==> src/rtl/tff_bank_pkg.sv <==
// Shared definitions for the T flip-flop bank: operation-select encoding.
package tff_bank_pkg;

  typedef enum logic [1:0] {
    MODE_HOLD   = 2'b00,
    MODE_TOGGLE = 2'b01,
    MODE_UP     = 2'b10,
    MODE_DOWN   = 2'b11
  } mode_e;

endpackage

==> src/rtl/tff_bank_edge.sv <==
// Rising-edge detector for the per-channel toggle requests.
// Only instantiated when TFF_BANK_EDGE_EN is defined.
module tff_bank_edge #(
  parameter int WIDTH = 8
) (
  input  logic             clk,
  input  logic             reset,
  input  logic [WIDTH-1:0] t,
  output logic [WIDTH-1:0] t_rise
);

  logic [WIDTH-1:0] t_d;

  // Remember last cycle's request so a held-high t only counts once.
  always_ff @(posedge clk) begin
    if (reset) begin
      t_d <= '0;
    end else begin
      t_d <= t;
    end
  end

  assign t_rise = t & ~t_d;

endmodule

==> src/rtl/tff_bank.sv <==
// Bank of WIDTH T flip-flops with toggle, count-up/down and parallel load.
// Define TFF_BANK_EDGE_EN to make each channel toggle once per rising edge
// of its t input instead of on every clock while t is high.
module tff_bank
  import tff_bank_pkg::*;
#(
  parameter int               WIDTH = 8,
  parameter logic [WIDTH-1:0] INIT  = '0
) (
  input  logic             clk,
  input  logic             reset,
  input  logic             en,
  input  logic [1:0]       mode,
  input  logic [WIDTH-1:0] t,
  input  logic             load,
  input  logic [WIDTH-1:0] load_val,
  output logic [WIDTH-1:0] q,
  output logic [WIDTH-1:0] qb,
  output logic             wrap
);

  localparam logic [WIDTH-1:0] ALL_ONES = {WIDTH{1'b1}};

  mode_e            op;
  logic [WIDTH-1:0] t_eff;
  logic [WIDTH-1:0] q_next;
  logic             wrap_next;

  assign op = mode_e'(mode);

`ifdef TFF_BANK_EDGE_EN
  tff_bank_edge #(
    .WIDTH (WIDTH)
  ) u_edge (
    .clk    (clk),
    .reset  (reset),
    .t      (t),
    .t_rise (t_eff)
  );
`else
  assign t_eff = t;
`endif

  // Next-state selection: load beats the enabled operation, which beats hold.
  always_comb begin
    q_next    = q;
    wrap_next = 1'b0;
    if (load) begin
      q_next = load_val;
    end else if (en) begin
      case (op)
        MODE_TOGGLE: q_next = q ^ t_eff;
        MODE_UP: begin
          q_next    = q + 1'b1;
          wrap_next = (q == ALL_ONES);
        end
        MODE_DOWN: begin
          q_next    = q - 1'b1;
          wrap_next = (q == '0);
        end
        default: q_next = q;
      endcase
    end
  end

  // State registers; qb is held in its own flops so it is valid from reset.
  always_ff @(posedge clk) begin
    if (reset) begin
      q    <= INIT;
      qb   <= ~INIT;
      wrap <= 1'b0;
    end else begin
      q    <= q_next;
      qb   <= ~q_next;
      wrap <= wrap_next;
    end
  end

endmodule

==> config.mk <==
export PLATFORM = sky130hd
export DESIGN_NAME = tff_bank
export DESIGN_NICKNAME = d
export VERILOG_FILES = /design/src/rtl/tff_bank_pkg.sv /design/src/rtl/tff_bank_edge.sv /design/src/rtl/tff_bank.sv
export SDC_FILE = /design/constraint.sdc
export NUM_CORES = 1
export LEC_CHECK = 0
export ABC_AREA = 1
export CAP_MARGIN = 20
export CORE_MARGIN = 5
export CORE_UTILIZATION = 48
export DETAILED_ROUTE_END_ITERATION = 8
export MAX_ROUTING_LAYER = met4
export PLACE_DENSITY = 0.9
export SYNTH_ARGS = -nofsm -noshare
export SYNTH_HDL_FRONTEND = slang
export SYNTH_SLANG_ARGS = --single-unit
==> constraint.sdc <==
create_clock -name clk -period 2.4 [get_ports clk]
set_input_delay 0.36 -clock clk [delete_from_list [all_inputs] [get_ports clk]]
set_output_delay 0.36 -clock clk [all_outputs]
set_load 0.05 [all_outputs]
After elaboration in Yosys (flattened, before gate mapping). Index checks and enable logic that the tools add are counted.

Bits in registers: 17. Input port bits: 22. Output and inout port bits: 17. Logic and storage cells: 18.

$add $sub $neg: 2. Eq/ne operators: 4. Multiplexer cells: 4. Bitwise gates (word level): 3. Reduce and logical (&&, ||, !) cells: 2.

Operators by type and width (number): 8-bit case mux with 3 select lines (1); 8-bit two-way mux (2); 8-bit by 1-bit adder with 8-bit output, second input constant (1); 8-bit == test, second input constant (1); 8-bit zero test (1); 8-bit NOT (1); 8-bit by 1-bit subtractor with 8-bit output, second input constant (1); 8-bit bitwise XOR (1); 2-bit == test, second input constant (2); 3-bit OR reduction (1); 2-bit by 1-bit == test with 1-bit output, second input constant (1); 1-bit case mux with 2 select lines (1); 1-bit NOT (1).

Longest topological paths before layout.
Depth after elaboration: 5. Depth in mapped cells: 16. Gate-level depth less buffers: 16.

Least setup slack after synthesis. No wires, ideal clock.

Path type: register -> register. Start point: register q[1]. End point: register qb[4]. Library setup time: 119 ps. Arrival: 1739 ps. Data required time: 2281 ps. Slack: 543 ps. Cell stages (with the launch flop): 17. Buffers on the path: 0. Clock period less this slack: 1857 ps. Path through: dfxtp_1 -> inv_1 -> nand2_1 -> nand2_1 -> inv_1 -> ha_1 -> inv_1 -> nand2_2 -> nand3_1 -> nand2_1 -> nand2_1 -> nand3_1 -> nand2_1 -> nand2_1 -> nand2_2 -> nand2_1 -> nand2_1.

Longest elaborated chain between the ends: 5. Elaborated cells between the ends (all ways): 6. Classes of those cells: add/sub: 2; mux: 3; bitwise: 1.

Ends and longest elaborated chain: start, declared (line tff_bank.sv:17) `output logic [WIDTH-1:0] q,`; start signal, assigned (line tff_bank.sv:73) `q <= q_next;`; 8-bit by 1-bit subtractor with 8-bit output or 8-bit by 1-bit adder with 8-bit output (tied branches) (line tff_bank.sv:58, tff_bank.sv:54); 8-bit case mux with 3 select lines (*) (line tff_bank.sv:51) `case (op)`; 8-bit two-way mux (*) (line tff_bank.sv:50) `end else if (en) begin`; 8-bit two-way mux (*) (line tff_bank.sv:48) `if (load) begin`; 8-bit NOT (*) (line tff_bank.sv:74) `qb <= ~q_next;`; end signal, assigned (line tff_bank.sv:70) `qb <= ~INIT;`; end signal, assigned (line tff_bank.sv:74); end, declared (line tff_bank.sv:18) `output logic [WIDTH-1:0] qb,`.

Mark *: on every way between the ends. The rest lies on a longest branch, timed or not. A chain may end at the register's enable or synchronous reset.

Worst setup path in the final report.
Start point: register q[4]. End point: output q[4].

No word-level cell between the ends.

==> results.md <==
* Status: complete, no violations
* Post-synth ARST share at 0%
* Final hold viol count at 0
* Final ANT Viol Nets at 0
* Pwr/cell area at 519.1 mW/mm^2
* LEAKAGE at 0.7174 nW
* Worst hold slack at 0.6204 ns
* DIE AREA at 0.003361 mm^2
* Critical path buffers and inverters at 1
* FP Rows at 17
* Clock tree root buffer cell: clkbuf_4
* Internal at 0.0004907 W
* CTS resizes at 0
* Clock Skew at 0.0009573 ns
* Cell area after layout at 0.001543 mm^2
* Fraction of layout cells with a size suffix above 1 at 8.612%
* Num CTS Buffers at 3
* Synth top area share at 30.80%
* CP required at 2.04 ns
* Crit path DAT at 1.66 ns
* 1st-iter DRT viols at 57
* Top-count cell post-synth: nand2_1
* Max transition margin at 65.91%
* Critical Path Sink Type: output pin
* Hold Crit Class: register to register
* Net switching power at 0.0003101 W
* Synthesized flop and latch total at 17
* FMAX at 0.4942 GHz
* Setup_tns at 0 ns
* CTS tree: built
* Core area at 0.002212 mm^2
* Count of cell types in the netlist at 26
* Ranking of synthesized cells by area: dfxtp_1 (31%), nand2_1 (12%), inv_1 (9.5%)
* Ant. Diodes at 0
* CP max-delay cell: clkdlybuf4s50_1
* Worst Tran Pin Value at 0.5098 ns
* Crit-path cells: clkdlybuf4s50_1
* Family with the most delay on the worst path: buffers and inverters
* Post-synth EDFFs at 0
* Sink Count at 17
* RSZ-0062 raised after global routing: no
* Via Count at 1262
* Drt first pass iters at 4
* Post-Route WL at 3.217 mm
* I/O pin count at 39
* Total GRT Usage at 21.49%
* Post-synth top cells: nand2_1 (36), inv_1 (28), dfxtp_1 (17)
* Mapped Cells at 167
* Area leader, netlist: dfxtp_1
* Avg Cell Area, Syn at 6.616 um^2
* Minimum clock period after layout at 2.023 ns
* Pins over their slew limit at 0
* H-Tree Depth at 1
* Die H at 57.98 um
* Number of global-route vias before repair at 1261
* Combinational Power Share at 39.6%
* Via-to-Cell Ratio at 5.325
* Synth Warn # at 0
* Post-layout util at 69.74%
* Wire per inst at 13.57 um
* Area growth, synth to finish at 39.64%
* Global-route wire length before repair at 5.547 mm
* Period utilisation layout at 84.31%
* Hold buffers post-CTS at 0
* Net count after synthesis at 190
* Initial antenna violation count at 0
* DIE WIDTH at 57.98 um
* Max clock buf depth at 2
* Switching share of power at 38.72%
* Most used DFF post-synth: dfxtp_1
* Critical path class: register to output pin
* Clock power share at 19.4%
* GP Congestion at 0.9947
* Total grt overflow at 0
* CP peak stage delay at 0.87 ns
* Largest net degree at the start of global routing at 12
* Post-synthesis sequential area ratio at 30.80%
* Fin cells at 237
* Reg clk slew, reported paths at 0.10 ns
* Max cap viols at 0
* Power share of the sequential group at 41.0%
* # port buffers at 38
* Placed instance area at 0.001516 mm^2
* Fin nets at 233
* Max IR drop VDD at 0.3914 mV
* Initial Util at 49.94%
* Clk Latency, worst-skew pair at 0.29 ns
* Post-CTS setup buffer count at 0
* Hpwl dp at 2.587 mm
* Remaining DRCs at 0
* Worst setup SP type: register
* Crit-path max FO at 6
* Placed insts at 233
* Mapped Area at 0.001105 mm^2
* Final setup fails at 0
-- cell families (layout without fill, tap and decap cells) --
group | after synthesis | after routing | synth area share, %
and+or+nand+nor | 75 | 75 | 31.26
AOI/OAI and AO/OA | 37 | 37 | 19.25
buffers and inverters | 29 | 71 | 10.53
DFF | 17 | 17 | 30.80
xor gates and xnor gates | 8 | 8 | 7.022
adders and majority gates | 1 | 1 | 1.132
-- final timing paths --
kind            start     to  slack (ns)  cells past startpoint
max              q[4]   q[4]        0.38                      1
min          register  qb[6]        0.62                      3
max reg2reg      q[1]  qb[4]        0.72                     16
min reg2reg  register  qb[6]        0.62                      3
-- worst min-delay path, cell delays in order (launching register included) --
cell	delay, ns
dfxtp_1	0.37
inv_1	0.09
a21oi_1	0.08
nand2_1	0.06
-- metal layers --
| layer | wire length [um] | track usage (%) | vias to the layer above |
|---|---|---|---|
| li1 | - | - | 629 |
| met3 | 309 | 3.563 | 6 |
| met5 | 0 | - | - |
| met2 | 1512 | 34.19 | 63 |
| met1 | 1358 | 27.68 | 564 |
| met4 | 36 | 6.954 | 0 |
-- area by class of cell --
cell class	count	area, um^2
fill	198	669.4
multi-input combinational	121	648.1
timing repair buffer	39	387.9
sequential	17	340.3
inverter	28	105.1
tap	28	35.03
clock buffer	4	26.28
-- through the flow --
step | setup slack [ns] | total power (W)
after CTS | 0.3960 | 0.0008026
final | 0.3766 | 0.0008009
after floorplan | 0.5425 | 0.0005311
after global routing | 0.2252 | 0.0008476
after global placement | 0.2190 | 0.0006436
after detailed placement | 0.1570 | 0.0006489
-- cell usage in the layout (no fill, tap or decap), types with 2 or more instances in the layout --
master / Yosys / layout
clkdlybuf4s50_1: 0 / 38
nand2_1: 36 / 36
inv_1: 28 / 28
dfxtp_1: 17 / 17
nand3_1: 15 / 15
a21oi_1: 15 / 15
o21ai_0: 13 / 13
nor2_1: 8 / 8
nand2_2: 5 / 5
xor2_1: 5 / 5
or2_2: 3 / 3
nand4_1: 3 / 3
clkbuf_4: 0 / 3
xnor2_1: 2 / 2
o221ai_1: 2 / 2
nor2_2: 2 / 2
a21boi_1: 2 / 2
-- power groups by stage --
stage | Combinational (W) | Sequential (W) | Clock, W
after floorplan | 0.000123 | 0.000408 | 0
after global placement | 0.000310 | 0.000334 | 0
after detailed placement | 0.000315 | 0.000334 | 0
after CTS | 0.000317 | 0.000328 | 0.000158
after global routing | 0.000344 | 0.000332 | 0.000171
final | 0.000317 | 0.000328 | 0.000155
Power figures use the tool's default switching activity.
